<file path="config.mk">
export PLATFORM = sky130hd
export DESIGN_NAME = packet_arbiter
export DESIGN_NICKNAME = d
export VERILOG_FILES = /design/src/rtl/packet_arbiter_pkg.sv /design/src/rtl/packet_arbiter_rr_priority_select.sv /design/src/rtl/packet_arbiter.sv
export SDC_FILE = /design/constraint.sdc
export NUM_CORES = 1
export LEC_CHECK = 0
export CORE_ASPECT_RATIO = 1.25
export CORE_MARGIN = 5
export CORE_UTILIZATION = 47
export DETAILED_ROUTE_END_ITERATION = 7
export PLACE_DENSITY = 0.84
export SLEW_MARGIN = 20
export SYNTH_ARGS = -nofsm -noshare
export SYNTH_HDL_FRONTEND = slang
export SYNTH_SLANG_ARGS = --single-unit
</file>
<file path="constraint.sdc">
create_clock -name Clk_i -period 2.5 [get_ports Clk_i]
set_input_delay 0.5 -clock Clk_i [delete_from_list [all_inputs] [get_ports Clk_i]]
set_output_delay 0.5 -clock Clk_i [all_outputs]
set_load 0.03 [all_outputs]
</file>
<file path="src/rtl/packet_arbiter_pkg.sv">
// Shared definitions for the OPM-stage packet arbiter: FSM state codes and
// the index-width helper used to size binary port/count fields.
package packet_arbiter_pkg;

  typedef logic [0:0] arbState_t;

  localparam arbState_t IDLE   = 1'b0;
  localparam arbState_t LOCKED = 1'b1;

  // Width of a binary index over n items, never narrower than one bit.
  function automatic int unsigned idxWidth(input int unsigned n);
    return (n > 1) ? $clog2(n) : 1;
  endfunction

endpackage

</file>
<file path="src/rtl/packet_arbiter_rr_priority_select.sv">
// Combinational round-robin selector: first set request at or after the
// pointer, wrapping. Rotates a doubled request vector so a plain
// lowest-bit priority encoder does the circular search.
module packet_arbiter_rr_priority_select
  import packet_arbiter_pkg::*;
#(
  parameter int unsigned DIMENSION = 4,
  localparam int unsigned IdxW = idxWidth(DIMENSION)
) (
  input  logic [DIMENSION-1:0] req,
  input  logic [IdxW-1:0]      ptr,
  output logic [DIMENSION-1:0] grant,
  output logic [IdxW-1:0]      idx,
  output logic                 anyReq
);

  localparam logic [IdxW:0] DimWide = (IdxW+1)'(DIMENSION);

  logic [2*DIMENSION-1:0] doubled;
  logic [DIMENSION-1:0]   rotated;
  logic [IdxW-1:0]        offset;
  logic [IdxW:0]          sum;

  // Rotate, priority-encode, then map the offset back to an absolute port.
  always_comb begin
    doubled = {req, req};
    rotated = DIMENSION'(doubled >> ptr);
    offset  = '0;
    for (int i = DIMENSION - 1; i >= 0; i--) begin
      if (rotated[i]) offset = IdxW'(i);
    end
    anyReq = |req;
    sum    = {1'b0, ptr} + {1'b0, offset};
    if (sum >= DimWide) sum = sum - DimWide;
    idx   = sum[IdxW-1:0];
    grant = '0;
    if (anyReq) grant[idx] = 1'b1;
  end

endmodule

</file>
<file path="src/rtl/packet_arbiter.sv">
// Round-robin, packet-locked arbiter feeding the OPM output priority mux.
// A port is granted from its head flit through its tail flit (or until
// MAXLEN flits force a release); one IDLE bubble separates packets.
module packet_arbiter
  import packet_arbiter_pkg::*;
#(
  parameter int unsigned DIMENSION = 4,
  parameter int unsigned MAXLEN    = 16,
  localparam int unsigned IdxW = idxWidth(DIMENSION)
) (
  input  logic                 Clk_i,
  input  logic                 Rst_n_i,
  input  logic [DIMENSION-1:0] Valid_up_i,
  input  logic [DIMENSION-1:0] Tail_up_i,
  output logic [DIMENSION-1:0] Ack_up_o,
  output logic [DIMENSION-1:0] PacketEnable_dw_o,
  output logic [IdxW-1:0]      Sel_dw_o,
  output logic                 Valid_dw_o,
  input  logic                 Ready_dw_i,
  output logic                 Error_o
);

  localparam int unsigned    CntW    = idxWidth(MAXLEN);
  localparam logic [CntW-1:0] LastCnt = CntW'(MAXLEN - 1);
  localparam logic [IdxW-1:0] LastIdx = IdxW'(DIMENSION - 1);

  arbState_t            stateQ, stateD;
  logic [DIMENSION-1:0] grantQ, grantD;
  logic [IdxW-1:0]      selQ, selD;
  logic [IdxW-1:0]      ptrQ, ptrD;
  logic [CntW-1:0]      cntQ, cntD;
  logic                 errQ, errD;

  logic [DIMENSION-1:0] rrGrant;
  logic [IdxW-1:0]      rrIdx;
  logic                 rrAny;

  logic locked;
  logic selValid;
  logic selTail;
  logic xfer;

  packet_arbiter_rr_priority_select #(
    .DIMENSION (DIMENSION)
  ) uSelect (
    .req    (Valid_up_i),
    .ptr    (ptrQ),
    .grant  (rrGrant),
    .idx    (rrIdx),
    .anyReq (rrAny)
  );

  // Handshake gating: only the locked port sees ready, only it drives valid.
  always_comb begin
    locked            = (stateQ == LOCKED);
    selValid          = Valid_up_i[selQ];
    selTail           = Tail_up_i[selQ];
    xfer              = locked & selValid & Ready_dw_i;
    PacketEnable_dw_o = grantQ;
    Sel_dw_o          = selQ;
    Valid_dw_o        = locked & selValid;
    Ack_up_o          = xfer ? grantQ : '0;
    Error_o           = errQ;
  end

  // Arbitrate in IDLE; in LOCKED advance on transfers and release on tail/MAXLEN.
  always_comb begin
    stateD = stateQ;
    grantD = grantQ;
    selD   = selQ;
    ptrD   = ptrQ;
    cntD   = cntQ;
    errD   = errQ;
    case (stateQ)
      IDLE: begin
        if (rrAny) begin
          stateD = LOCKED;
          grantD = rrGrant;
          selD   = rrIdx;
          cntD   = '0;
        end
      end
      LOCKED: begin
        if (xfer) begin
          if (selTail || (cntQ == LastCnt)) begin
            stateD = IDLE;
            grantD = '0;
            cntD   = '0;
            ptrD   = (selQ == LastIdx) ? '0 : selQ + 1'b1;
            // Released without a tail: the packet was truncated.
            if (!selTail) errD = 1'b1;
          end else begin
            cntD = cntQ + 1'b1;
          end
        end
      end
      default: stateD = IDLE;
    endcase
  end

  // State registers, cleared asynchronously.
  always_ff @(posedge Clk_i or negedge Rst_n_i) begin
    if (!Rst_n_i) begin
      stateQ <= IDLE;
      grantQ <= '0;
      selQ   <= '0;
      ptrQ   <= '0;
      cntQ   <= '0;
      errQ   <= 1'b0;
    end else begin
      stateQ <= stateD;
      grantQ <= grantD;
      selQ   <= selD;
      ptrQ   <= ptrD;
      cntQ   <= cntD;
      errQ   <= errD;
    end
  end

endmodule

</file>
==> flow_summary.json <==
{
  "outcome": "completed",
  "die_x_um": 49.4,
  "gp_congestion": 0.794,
  "peakVddDrop_uv": 684,
  "power_w": 0.00129,
  "first_iter_violations": 17,
  "io_pins": 23,
  "synth_area_um2": 911,
  "setup_viol": 0,
  "reg2reg_from": "ptrQ[0]",
  "synth_fp_nets": 107,
  "reg2reg_depth": 9,
  "power_frac_comb_pct": 57.9,
  "dieArea_um2": 2920,
  "ant_nets": 0,
  "relSlewSlack_pct": 56.6,
  "io_buffers": 22,
  "endpoint_kind": "output port",
  "timing.fmax_mhz": 404,
  "grt_pass1_wl_um": 3470,
  "dp_hpwl_um": 1630,
  "synth_seq_area_share_pct": 38.5,
  "clkTransAtPathRegs_ns": 0.08,
  "antenna_found_initial": 0,
  "critPathRequiredTime_ns": 2.00,
  "tritoncts": "built",
  "layout.nets": 136,
  "p_per_area_nw_per_um2": 1090,
  "grt_usage_pct": 15.1,
  "power.switching_w": 0.000562,
  "cp_max_fo": 5,
  "hold_path_depth": 1,
  "p_sw_share_pct": 43.7,
  "layout_common_cells": "15 x clkdlybuf4s50_1, 14 x dfrtp_1, 14 x nand2_1, 7 x buf_4, 6 x nor2_1",
  "final_layout_size_suffix_gt1_share_pct": 19.2,
  "clkPwrFrac_pct": 9.5,
  "fin_crit_sh_pct": 99.0,
  "synth_cell_type_count": 36,
  "worstHoldPathType": "register to register",
  "yosysTopAreaCell": "dfrtp_1",
  "htreeDepth": 1,
  "first_global_vias": 814,
  "syn2layout_area_growth_pct": 29.4,
  "ff2ff_setup_slack_ns": 0.32,
  "first_pass_iters": 4,
  "syn_inst": 93,
  "worstMarginPinSlew_ns": 0.649,
  "synth-seq-cells": 14,
  "skew_ns": 0.00325,
  "vias": 816,
  "design_area_um2": 1180,
  "hp-start": "Error_o",
  "start_util_pct": 50.4,
  "synth_area_per_cell_um2": 9.79,
  "hold_viol_final": 0,
  "mostFrequentLayoutCell": "clkdlybuf4s50_1",
  "hold_end": "Error_o",
  "critical_path_class": "primary input to output port",
  "p_seq_share_pct": 32.6,
  "cts.path.max_buffers": 2,
  "diodes": 0,
  "regToRegEndpoint": "PacketEnable_dw_o[1]",
  "min_period_ns": 2.47,
  "placed_cell_area_um2": 1170,
  "yosysWarnings": 0,
  "post-route-drc-count": 0,
  "drv_cap": 0,
  "cts.sinks": 14,
  "cts_setup_buffers": 0,
  "synth.area.top_cells": "dfrtp_1 38%, nand2_1 5.8%, mux4_2 4.9%",
  "die_h_um": 59.2,
  "grt-ovfl-total": 0,
  "clockRootBuffer": "clkbuf_4",
  "internal_power_w": 0.000725,
  "rsz0062_at_grt": "no",
  "clk-insertion-delay-late_ns": 0.27,
  "p_leak_nw": 0.521,
  "wl_per_cell_um": 15.0,
  "cp.arrival_ns": 1.97,
  "drt-total-wl_um": 2080,
  "cts_buffers": 3,
  "via_per_inst": 5.87,
  "final_core_util_pct": 65.2,
  "slew_violations": 0,
  "grt_max_degree": 15,
  "placement_rows": 17,
  "start_kind": "primary input",
  "netlist.area_leader.share_pct": 38.5,
  "core_area_um2": 1810
}
[power groups by stage]
stage                     sequential [W]  clock, W  combinational, W
after global routing            0.000438  0.000139          0.000810
after CTS                       0.000419  0.000125          0.000749
final                           0.000420  0.000122          0.000745
after floorplan                 0.000466         0          0.000460
after detailed placement        0.000422         0          0.000756
after global placement          0.000419         0          0.000737
[synthesized netlist by cell type, drive strengths merged]
library cell,number
a31oi,1
o221ai,2
xor2,1
ha,3
o21ai,6
nand3,4
mux4,2
nand4b,1
a21oi,1
a221o,1
buf,6
nand4,1
mux2,3
a31o,2
dfrtp,14
inv,1
o21bai,1
a32o,1
nand2b,4
mux2i,1
nor2,6
o311ai,1
xnor2,1
and3,2
and2b,1
nor3,2
nand2,14
o21a,1
o31ai,2
and2,5
a22o,1
o211ai,1
[state kept, by name, summed over array words and instances (netlist names)]
name	count
PacketEnable_dw_o	4
cntQ	4
Sel_dw_o	2
ptrQ	2
Error_o	1
locked	1
[stage by stage]
stage,worst slack [ns],hold slack [ns],std cells,setup TNS (ns)
CTS,0.00781,0.491,139,0
global placement,-0.416,0.465,136,-2.85
finish,0.0254,0.490,139,0
detailed placement,-0.458,0.473,136,-3.32
global route,0.0171,0.530,139,0
floorplan,0.283,0.204,93,0
[critical path, stage by stage]
cell and delay, ns:
clkdlybuf4s50_1 0.44, mux4_2 0.49, and3_4 0.21, and2_1 0.15
buf_2 0.17
[timing repair]
action	CTS	global route
setup endpoints to repair	7	4
gates resized for setup	23	2
hold buffers	0	0
[layer usage]
layer / wire [µm] / track usage, % / vias to the layer above
met4: 12 / 5.24 / 0
li1: - / - / 394
met3: 82 / 3.78 / 2
met2: 1100 / 27.3 / 26
met5: 0 / 0 / -
met1: 885 / 17.1 / 394
[cells by family (layout without fill, tap and decap cells)]
group                    after synthesis  in the layout  share of synthesized area, %
XOR/XNOR                               2              2                          1.92
adder cells (fa/ha/maj)                3              3                          4.12
buffers and inverters                  7             34                          5.36
flip-flops                            14             14                          38.5
AND/OR/NAND/NOR                       40             40                          22.1
multiplexers                           6              6                          9.75
AO/OA/AOI/OAI                         21             21                          18.3
[how the worst max path moves through the flow]
stage                     slack, ns  cells after the start           from              endpoint
after global placement        -0.42                      5  Valid_up_i[0]           Ack_up_o[0]
after floorplan                0.28                      4    Sel_dw_o[0]           Ack_up_o[0]
after global routing           0.02                      5  Valid_up_i[3]           Ack_up_o[0]
after detailed placement      -0.46                      5  Valid_up_i[0]           Ack_up_o[2]
final                          0.03                      5  Valid_up_i[3]           Ack_up_o[2]
after CTS                     0.008                     11  Valid_up_i[1]  PacketEnable_dw_o[1]
[cell type report]
cell class | count | area [µm²]
clock buffers | 3 | 22.5
fillers | 145 | 629
inverters | 1 | 3.75
multi-input cells | 72 | 514
flip-flops and latches | 14 | 350
well taps | 19 | 23.8
repair buffers | 30 | 264
No activity file was read; power rests on OpenSTA's default activity.
